File: src/rtl/poisson_spike_gen_pkg.sv
`default_nettype none
// ============================================================================
//  Module   : poisson_pkg
//  Purpose  : Shared types and constants for the Poisson spike encoder.
//             pg_state_t : scan FSM state encoding
//             c_RATE_W   : default rate / random word width (matches LFSR)
//  Revision : 1.0 - initial release
// ============================================================================
package poisson_pkg;

   localparam int c_RATE_W = 16;

   typedef enum logic [1:0] {
      IDLE = 2'd0,
      SCAN = 2'd1,
      EMIT = 2'd2,
      DONE = 2'd3
   } pg_state_t;

endpackage
`default_nettype wire

File: src/rtl/poisson_spike_gen_if.sv
`default_nettype none
// ============================================================================
//  Module   : poisson_spike_gen_if
//  Purpose  : Spike event valid/ready channel toward the spike input queue.
//  Signals  : spike_valid - event pending (master -> slave)
//             spike_ready - downstream accepts event (slave -> master)
//             spike_addr  - channel index of the pending event
//  Modports : master (encoder side), slave (queue side)
//  Revision : 1.0 - initial release
// ============================================================================
interface poisson_spike_gen_if #(
   parameter int CH_W = 4
);
   logic            spike_valid;
   logic            spike_ready;
   logic [CH_W-1:0] spike_addr;

   modport master (output spike_valid, output spike_addr, input spike_ready);
   modport slave  (input spike_valid, input spike_addr, output spike_ready);
endinterface
`default_nettype wire

File: src/rtl/poisson_spike_gen_rate_mem.sv
`default_nettype none
// ============================================================================
//  Module   : rate_mem
//  Purpose  : Per-channel firing-rate register file. Synchronous write,
//             asynchronous read, synchronous clear on reset.
//  Ports    : clk, reset           - clock / sync active-high reset
//             i_wr_en/addr/rate    - write port
//             i_rd_addr, o_rd_rate - combinational read port
//  Revision : 1.0 - initial release
// ============================================================================
module rate_mem
   import poisson_pkg::*;
#(
   parameter int N_CH   = 16,
   parameter int CH_W   = $clog2(N_CH),
   parameter int RATE_W = c_RATE_W
) (
   input  wire logic              clk,
   input  wire logic              reset,
   input  wire logic              i_wr_en,
   input  wire logic [CH_W-1:0]   i_wr_addr,
   input  wire logic [RATE_W-1:0] i_wr_rate,
   input  wire logic [CH_W-1:0]   i_rd_addr,
   output logic      [RATE_W-1:0] o_rd_rate
);

   logic [RATE_W-1:0] r_mem [N_CH];

   always_ff @(posedge clk) begin
      if (reset) begin
         for (int i = 0; i < N_CH; i++) begin
            r_mem[i] <= '0;
         end
      end else if (i_wr_en) begin
         r_mem[i_wr_addr] <= i_wr_rate;
      end
   end

   // Read sees the pre-edge contents, so a write to the channel being
   // evaluated in the same cycle only affects later evaluations.
   assign o_rd_rate = r_mem[i_rd_addr];

endmodule
`default_nettype wire

File: src/rtl/poisson_spike_gen.sv
`default_nettype none
// ============================================================================
//  Module   : poisson_spike_gen
//  Purpose  : Stochastic (Poisson) input encoder. On each tick, scans all
//             channels once, comparing one LFSR word per channel against the
//             programmed rate, and emits a spike event for each firing one.
//  Ports    : clk, reset        - clock / sync active-high reset
//             rand_en, rand_in  - LFSR enable out / random word in
//             wr_en/addr/rate   - rate table write port
//             tick              - timestep start pulse
//             busy, done        - scan in progress / scan complete pulse
//             overrun           - pulse when a tick is dropped
//             spike             - event channel (valid/ready/addr), master
//  Revision : 1.0 - initial release
// ============================================================================
module poisson_spike_gen
   import poisson_pkg::*;
#(
   parameter int N_CH   = 16,
   parameter int CH_W   = $clog2(N_CH),
   parameter int RATE_W = c_RATE_W
) (
   input  wire logic              clk,
   input  wire logic              reset,
   output logic                   rand_en,
   input  wire logic [RATE_W-1:0] rand_in,
   input  wire logic              wr_en,
   input  wire logic [CH_W-1:0]   wr_addr,
   input  wire logic [RATE_W-1:0] wr_rate,
   input  wire logic              tick,
   output logic                   busy,
   output logic                   done,
   output logic                   overrun,
   poisson_spike_gen_if.master    spike
);

   localparam logic [CH_W-1:0] c_LAST_CH = CH_W'(N_CH - 1);

   pg_state_t         r_state, w_state_next;
   logic [CH_W-1:0]   r_ch, w_ch_next;
   logic [CH_W-1:0]   r_spike_addr, w_spike_addr_next;
   logic [RATE_W-1:0] w_rate;
   logic              r_overrun;
   logic              r_rand_en;
   logic              w_fire;
   logic              w_last;
   logic              w_hs;

   rate_mem #(
      .N_CH   (N_CH),
      .CH_W   (CH_W),
      .RATE_W (RATE_W)
   ) u_rate_mem (
      .clk       (clk),
      .reset     (reset),
      .i_wr_en   (wr_en),
      .i_wr_addr (wr_addr),
      .i_wr_rate (wr_rate),
      .i_rd_addr (r_ch),
      .o_rd_rate (w_rate)
   );

   // Strict less-than: rate 0 never fires, all-ones rate misses only the
   // all-ones random word.
   assign w_fire = (rand_in < w_rate);
   assign w_last = (r_ch == c_LAST_CH);
   assign w_hs   = spike.spike_valid & spike.spike_ready;

   always_comb begin
      w_state_next      = r_state;
      w_ch_next         = r_ch;
      w_spike_addr_next = r_spike_addr;
      busy              = 1'b0;
      done              = 1'b0;
      spike.spike_valid = 1'b0;

      case (r_state)
         IDLE: begin
            if (tick) begin
               w_state_next = SCAN;
               w_ch_next    = '0;
            end
         end
         SCAN: begin
            busy = 1'b1;
            if (w_fire) begin
               w_state_next      = EMIT;
               w_spike_addr_next = r_ch;
            end else if (w_last) begin
               w_state_next = DONE;
            end else begin
               w_ch_next = r_ch + 1'b1;
            end
         end
         EMIT: begin
            busy              = 1'b1;
            spike.spike_valid = 1'b1;
            if (w_hs) begin
               if (w_last) begin
                  w_state_next = DONE;
               end else begin
                  w_state_next = SCAN;
                  w_ch_next    = r_ch + 1'b1;
               end
            end
         end
         DONE: begin
            done         = 1'b1;
            w_state_next = IDLE;
         end
         default: begin
            w_state_next = IDLE;
         end
      endcase
   end

   always_ff @(posedge clk) begin
      if (reset) begin
         r_state      <= IDLE;
         r_ch         <= '0;
         r_spike_addr <= '0;
         r_overrun    <= 1'b0;
         r_rand_en    <= 1'b0;
      end else begin
         r_state      <= w_state_next;
         r_ch         <= w_ch_next;
         r_spike_addr <= w_spike_addr_next;
         // Ticks are only accepted in IDLE; anything else is reported.
         r_overrun    <= tick & (r_state != IDLE);
         // LFSR must free-run outside reset; it reseeds when disabled.
         r_rand_en    <= 1'b1;
      end
   end

   assign rand_en          = r_rand_en;
   assign overrun          = r_overrun;
   assign spike.spike_addr = r_spike_addr;

endmodule
`default_nettype wire

File: src/flat_wrapper.sv
// flat-port wrapper written by rule: the top's interface ports become plain ports
module poisson_spike_gen_flat import poisson_pkg::*;
#(
   parameter int N_CH   = 16,
   parameter int CH_W   = $clog2(N_CH),
   parameter int RATE_W = c_RATE_W
)
  (clk, reset, rand_en, rand_in, wr_en, wr_addr, wr_rate, tick, busy, done, overrun, spike_spike_valid, spike_spike_addr, spike_spike_ready);
  poisson_spike_gen_if #(.CH_W(CH_W)) spike_i ();
  input  wire logic clk;
  input  wire logic reset;
  output logic rand_en;
  input  wire logic [RATE_W-1:0] rand_in;
  input  wire logic wr_en;
  input  wire logic [CH_W-1:0] wr_addr;
  input  wire logic [RATE_W-1:0] wr_rate;
  input  wire logic tick;
  output logic busy;
  output logic done;
  output logic overrun;
  output wire logic [$bits(spike_i.spike_valid)-1:0] spike_spike_valid;
  output wire logic [$bits(spike_i.spike_addr)-1:0] spike_spike_addr;
  input wire logic [$bits(spike_i.spike_ready)-1:0] spike_spike_ready;
  assign spike_spike_valid = spike_i.spike_valid;
  assign spike_spike_addr = spike_i.spike_addr;
  assign spike_i.spike_ready = spike_spike_ready;
  poisson_spike_gen #(.N_CH(N_CH), .CH_W(CH_W), .RATE_W(RATE_W)) u_core (.clk(clk), .reset(reset), .rand_en(rand_en), .rand_in(rand_in), .wr_en(wr_en), .wr_addr(wr_addr), .wr_rate(wr_rate), .tick(tick), .busy(busy), .done(done), .overrun(overrun), .spike(spike_i));
endmodule
File: config.mk
export PLATFORM = sky130hd
export DESIGN_NAME = poisson_spike_gen_flat
export DESIGN_NICKNAME = d
export VERILOG_FILES = /design/src/rtl/poisson_spike_gen_pkg.sv /design/src/rtl/poisson_spike_gen_if.sv /design/src/rtl/poisson_spike_gen_rate_mem.sv /design/src/rtl/poisson_spike_gen.sv /design/src/flat_wrapper.sv
export SDC_FILE = /design/constraint.sdc
export NUM_CORES = 1
export LEC_CHECK = 0
export ABC_AREA = 1
export CELL_PAD_IN_SITES_DETAIL_PLACEMENT = 0
export CELL_PAD_IN_SITES_GLOBAL_PLACEMENT = 2
export CORE_MARGIN = 1.5
export CORE_UTILIZATION = 35
export CTS_CLUSTER_SIZE = 24
export DETAILED_ROUTE_END_ITERATION = 10
export PLACE_DENSITY = 0.75
export REMOVE_ABC_BUFFERS = 1
export SETUP_SLACK_MARGIN = 0.3
export SYNTH_ARGS = -nofsm -noshare
export SYNTH_HDL_FRONTEND = slang
export SYNTH_SLANG_ARGS = --single-unit
File: constraint.sdc
create_clock -name clk -period 2.7 [get_ports clk]
set_input_delay 0.675 -clock clk [delete_from_list [all_inputs] [get_ports clk]]
set_output_delay 0.675 -clock clk [all_outputs]
set_load 0.02 [all_outputs]
* Word-level counts from Yosys, hierarchy flattened
Memories as Yosys holds them, arrays and structs flattened. A register that Yosys moved wholly into a read port is not among the register bits.
Cells that the tools add are included.
** Cells by class
- Add/sub/neg operators :: 1
- $lt $le $gt $ge :: 1
- Eq/ne operators :: 8
- Mux-type cells :: 25
- Bitwise gates (word level) :: 2
- Reductions and logical operators :: 8
** Operator list (number)
- 4-bit 2-to-1 mux :: 7
- 16-bit < comparator :: 1
- 16-bit 2-to-1 mux :: 1
- 16-bit OR reduction :: 1
- 4-bit case mux with 3 select lines :: 1
- 1-bit 2-to-1 mux :: 10
- 2-bit 2-to-1 mux :: 5
- 2-bit case mux with 4 select lines :: 1
- 4-bit by 1-bit adder with 4-bit output, second input constant :: 1
- 2-bit equality test, second input constant :: 2
- 4-bit equality test, second input constant :: 1
- 2-bit inequality test, second input constant :: 2
- 4-bit AND reduction :: 1
- 3-bit by 1-bit inequality test with 1-bit output, second input constant :: 1
- 3-bit AND reduction :: 1
- 3-bit nonzero test :: 1
- 1-bit AND :: 2
- 2-bit by 1-bit equality test with 1-bit output, second input constant :: 1
- 2-bit zero test :: 1
- 2-bit by 1-bit inequality test with 1-bit output, second input constant :: 1
- 2-bit AND reduction :: 1
- 2-bit nonzero test :: 1
- 2-bit OR reduction :: 1
** Word-level totals
- Flip-flop bits (word level) :: 12
- RAM bits :: 256
- Bits of input ports :: 41
- Output and inout port bits :: 9
- Word-level logic and storage cells :: 51
- Memories :: 1
** Memory list
- u_core.u_rate_mem.r_mem :: words 16, bits a word 16, read ports 1, clocked after Yosys merged registers in 1, wr ports 16, RTL line poisson_spike_gen_rate_mem.sv:27 : logic [RATE_W-1:0] r_mem [N_CH];

* Logic depth before layout (Yosys ltp)
- Depth in word-level cells :: 7
- Gate-level depth with buffers :: 22
- Depth with buffers taken out :: 20

* Hierarchy
A second synthesis with hierarchy kept.
** Unflattened totals
- Cells, all modules :: 1530
- Area, all modules :: 13396.6 um2
** By module, submodules not included
- rate_mem :: instances 1, cells each 1383, area each 12363.1 um2, sequential area each 7687.4 um2
- poisson_spike_gen :: instances 1, cells each 147, area each 1033.5 um2, sequential area each 240.2 um2

* Worst setup path after synthesis
OpenSTA, ideal clock, no wires.
- Path kind :: register to register
- Start :: reg (tool-made name)
- End :: reg (tool-made name)
- Library setup time :: 0.112 ns
- Data arrival time :: 2.801 ns
- Required time :: 2.588 ns
- Slack :: -0.213 ns
- Cell stages (with the launch flop) :: 18
- Path buffers :: 3
- Period minus slack after synthesis :: 2.913 ns
- Path through :: dfxtp_1 buf_4 clkbuf_1 clkbuf_1 nor2_1 o221ai_1 o211ai_1 nand2_1 inv_1 ha_1 a21oi_1 nor2_1 a2111oi_4 nand3_4 nand2_4 inv_4 nor2_4 nor2_1

==> results.yml <==
global_routing:
  grt_pass1_vias: 9208
  grt_usage: 0.207
  busiest_layer: "met2"
  grt_pass1_wl_um: 55900
  antenna_found_initial: 0
  grt-ovfl-total: 0
  grt_max_degree: 44
  use_met1: 0.287
  use_met2: 0.333
  grt.met3_usage: 0.0307
sta:
  slew_headroom: 0.561
  finalCritPeriodShare: 1.08
  fmax_mhz: 342
  postLayoutSetupSlackWorst_ns: -0.222
  timing.final.max_slew_violations: 0
  hold_violations: 0
  period_minus_slack_ns: 2.92
  rsz0062_at_grt: "yes"
  clock_skew_ns: 0.00827
  tns_ns: -2.64
  setup_viol: 14
  worst_slew_pin_slew_ns: 0.658
setup_path:
  crit_required_ns: 3.09
  max_stage_delay_ns: 0.42
  r2r_slack_ns: -0.22
  cp_top_family: "compound AO/OA/AOI/OAI gates"
  cp.arrival_ns: 3.31
  rr_worst_depth: 17
  end_kind: "flip-flop"
  startpoint_type: "flip-flop"
  slowest_stage: "dfxtp_4"
  cpMostUsedCell: "buf_4"
  path_buf_inv: 5
  path_class: "flip-flop to flip-flop"
  path_cells: "buf_12 -> o21ai_0 -> o221ai_1 -> o211ai_1 -> nand2_1 -> inv_1 -> ha_1 -> nand4_1 -> a31oi_1 -> buf_4 -> a2111oi_4 -> buf_4 -> nand3_4 -> nand2_4 -> inv_4 -> nor2_4 -> nor2_1"
  cp_max_fo: 22
logic_synthesis:
  yosys.area_share.simple: 0.176
  synth_compound_area_frac: 0.109
  ys_seq_area_frac: 0.646
  synth_seq_cells: 272
  ys_types: 29
  synthMuxAreaShare: 0
  synth-adder-area-share: 0.0202
  synth_top_family_by_area: "simple AND/OR/NAND/NOR gates"
  syn-cell-area_mm2: 0.0124
  yosys_warnings: 0
  synth-xor-area-share: 0
  synth.avg_cell_area_um2: 10.2
  synthCells: 1217
cts:
  cts_tree: "yes"
  clk_pin_slew_ns: 0.06
  cts_hold_buf: 0
  clk_path_buf_depth: 3
  cts_buffers: 34
  htreeDepth: 2
  clock_sinks: 272
  clock_insertion_delay_worst_skew_ns: 0.50
  cts_root_buffer: "clkbuf_16"
worst_hold_path:
  hold_path_depth: 2
  min_from: "u_core.spike.spike_addr[3]"
  min_path_type: "flip-flop to flip-flop"
  holdPathEnd: "u_core.spike.spike_addr[3]"
placement:
  gp_congestion: 0.842
  place_inst: 1737
  port_buffers: 49
  dpl.hpwl_um: 23700
  dpl_cell_area_mm2: 0.0142
detailed_routing:
  drc: 0
  dr.pass1.iters: 5
  postRouteAntennaNets: 0
  wl_per_cell_um: 20.6
  drtIter0Drc: 725
  viasPerCell: 5.14
  via_count: 9329
  finalWirelength_um: 37400
floorplan:
  die_x_um: 191
  start_util: 0.357
  core_mm2: 0.0347
  die_height_um: 191
  boundaryPins: 50
  num_rows: 68
  fp.dieArea_mm2: 0.0365
layout:
  nets: 1397
  drive_gt1_frac: 0.159
  fin_cells: 1814
  mostFrequentLayoutCell: "nor2_1"
  final_cell_mix: "389 x nor2_1, 256 x edfxtp_1, 103 x o21ai_0, 96 x nand2_1, 72 x buf_4"
  fill_cells: 3234
  finalInstanceArea_mm2: 0.0158
  area_growth_pct: 27.1
  diodes: 0
power_and_ir_drop:
  p_seq_frac: 0.368
  p_leak_nw: 6.04
  clkPwrFrac: 0.317
  power_mw: 13.7
  combPwrFrac: 0.314
  power_switching_mw: 4.40
  powerDensity_mw_per_mm2: 871
  ir_drop_v: 0.000397
  p_sw_frac: 0.321
  internal_power_mw: 9.31
flow_run:
  maxCapViolCount: 0
run_status:
  status: "finished with violations"
  violations: "setup timing"
## timing repair
action	4_1_cts	5_1_grt
setup buffers	3	11
gates cloned	1	3
setup endpoints to repair	16	16
gates resized for setup	23	72
pin swaps	8	27
endpoints found under the hold margin	0	0
## per-stage QoR
stage | worst slack, ns | hold WS (ns) | utilization
global route | -0.357 | 0.480 | 0.454
global placement | -0.252 | 0.453 | 0.408
finish | -0.222 | 0.461 | 0.454
detailed placement | -0.291 | 0.451 | 0.408
CTS | -0.200 | 0.467 | 0.443
floorplan | -2.84 | 0.488 | -
## power groups by stage
stage | sequential (mW) | combinational (mW) | clock (mW)
3_3_place_gp | 5.11 | 3.75 | 0
2_1_floorplan | 5.25 | 1.94 | 0
5_1_grt | 5.08 | 4.74 | 4.59
3_5_place_dp | 5.12 | 3.74 | 0
6_report | 5.05 | 4.31 | 4.36
4_1_cts | 5.04 | 3.90 | 4.43
## worst register-to-register path: cells and delay by family, from the launching register on
kind / cells / cell delay, ns
simple gates: 6 / 0.64
flops: 1 / 0.42
fa+ha+maj: 1 / 0.30
buf+inv: 5 / 0.64
compound gates: 5 / 0.82
## area by class of cell
cell class | count | area [um^2] | share of cell area
clock buffers | 49 | 981 | 0.0623
clock inverters | 10 | 76.3 | 0.00485
inverters | 70 | 275 | 0.0175
multi-input cells | 791 | 3950 | 0.251
flip-flops and latches | 272 | 8010 | 0.509
well taps | 455 | 569 | 0.0361
repair buffers | 167 | 1880 | 0.120
## routing by layer
layer / part of all wire / wire, um / vias to the layer above
met5: 0 / 0 / -
met4: 0.026 / 975 / 0
met3: 0.049 / 1820 / 62
met2: 0.46 / 17300 / 257
met1: 0.46 / 17300 / 4556
li1: - / - / 4454
## kinds of logic after synthesis
group           Yosys count
compound gates          220
simple gates            551
fa+ha+maj                20
buf+inv                 154
flops                   272
## registers in the layout, indices dropped and copies added, names as in the netlist, named ones only
register and count:
u_core.spike.spike_addr 4, u_core.r_ch 4, u_core.overrun 1, u_core.r_state 2, u_core.rand_en 1, u_core.u_rate_mem.r_mem 256
## how the worst max path moves through the flow
stage              start   endpoint  depth (start not counted)
6_report       flip-flop  flip-flop                         17
5_1_grt        flip-flop  flip-flop                         21
4_1_cts        flip-flop  flip-flop                         19
3_5_place_dp   flip-flop  flip-flop                         18
3_3_place_gp   flip-flop  flip-flop                         18
2_1_floorplan  flip-flop  flip-flop                         15
## cells in the mapped netlist (all sizes together)
master	n	area [um^2]
nor2	400	1520
edfxtp	256	7690
o21ai	125	626
nand2	105	412
clkbuf	76	285
inv	70	265
o221ai	43	377
nand3	34	183
ha	20	250
o211ai	17	128
o22ai	17	106
dfxtp	16	320
a21oi	15	75.1
buf	8	43.8
nor3	6	30.0
nand4	5	31.3
a2111oi	1	27.5
a211oi	1	7.51
a31oi	1	6.26
or2	1	6.26
(Power assumes the default switching activity.)
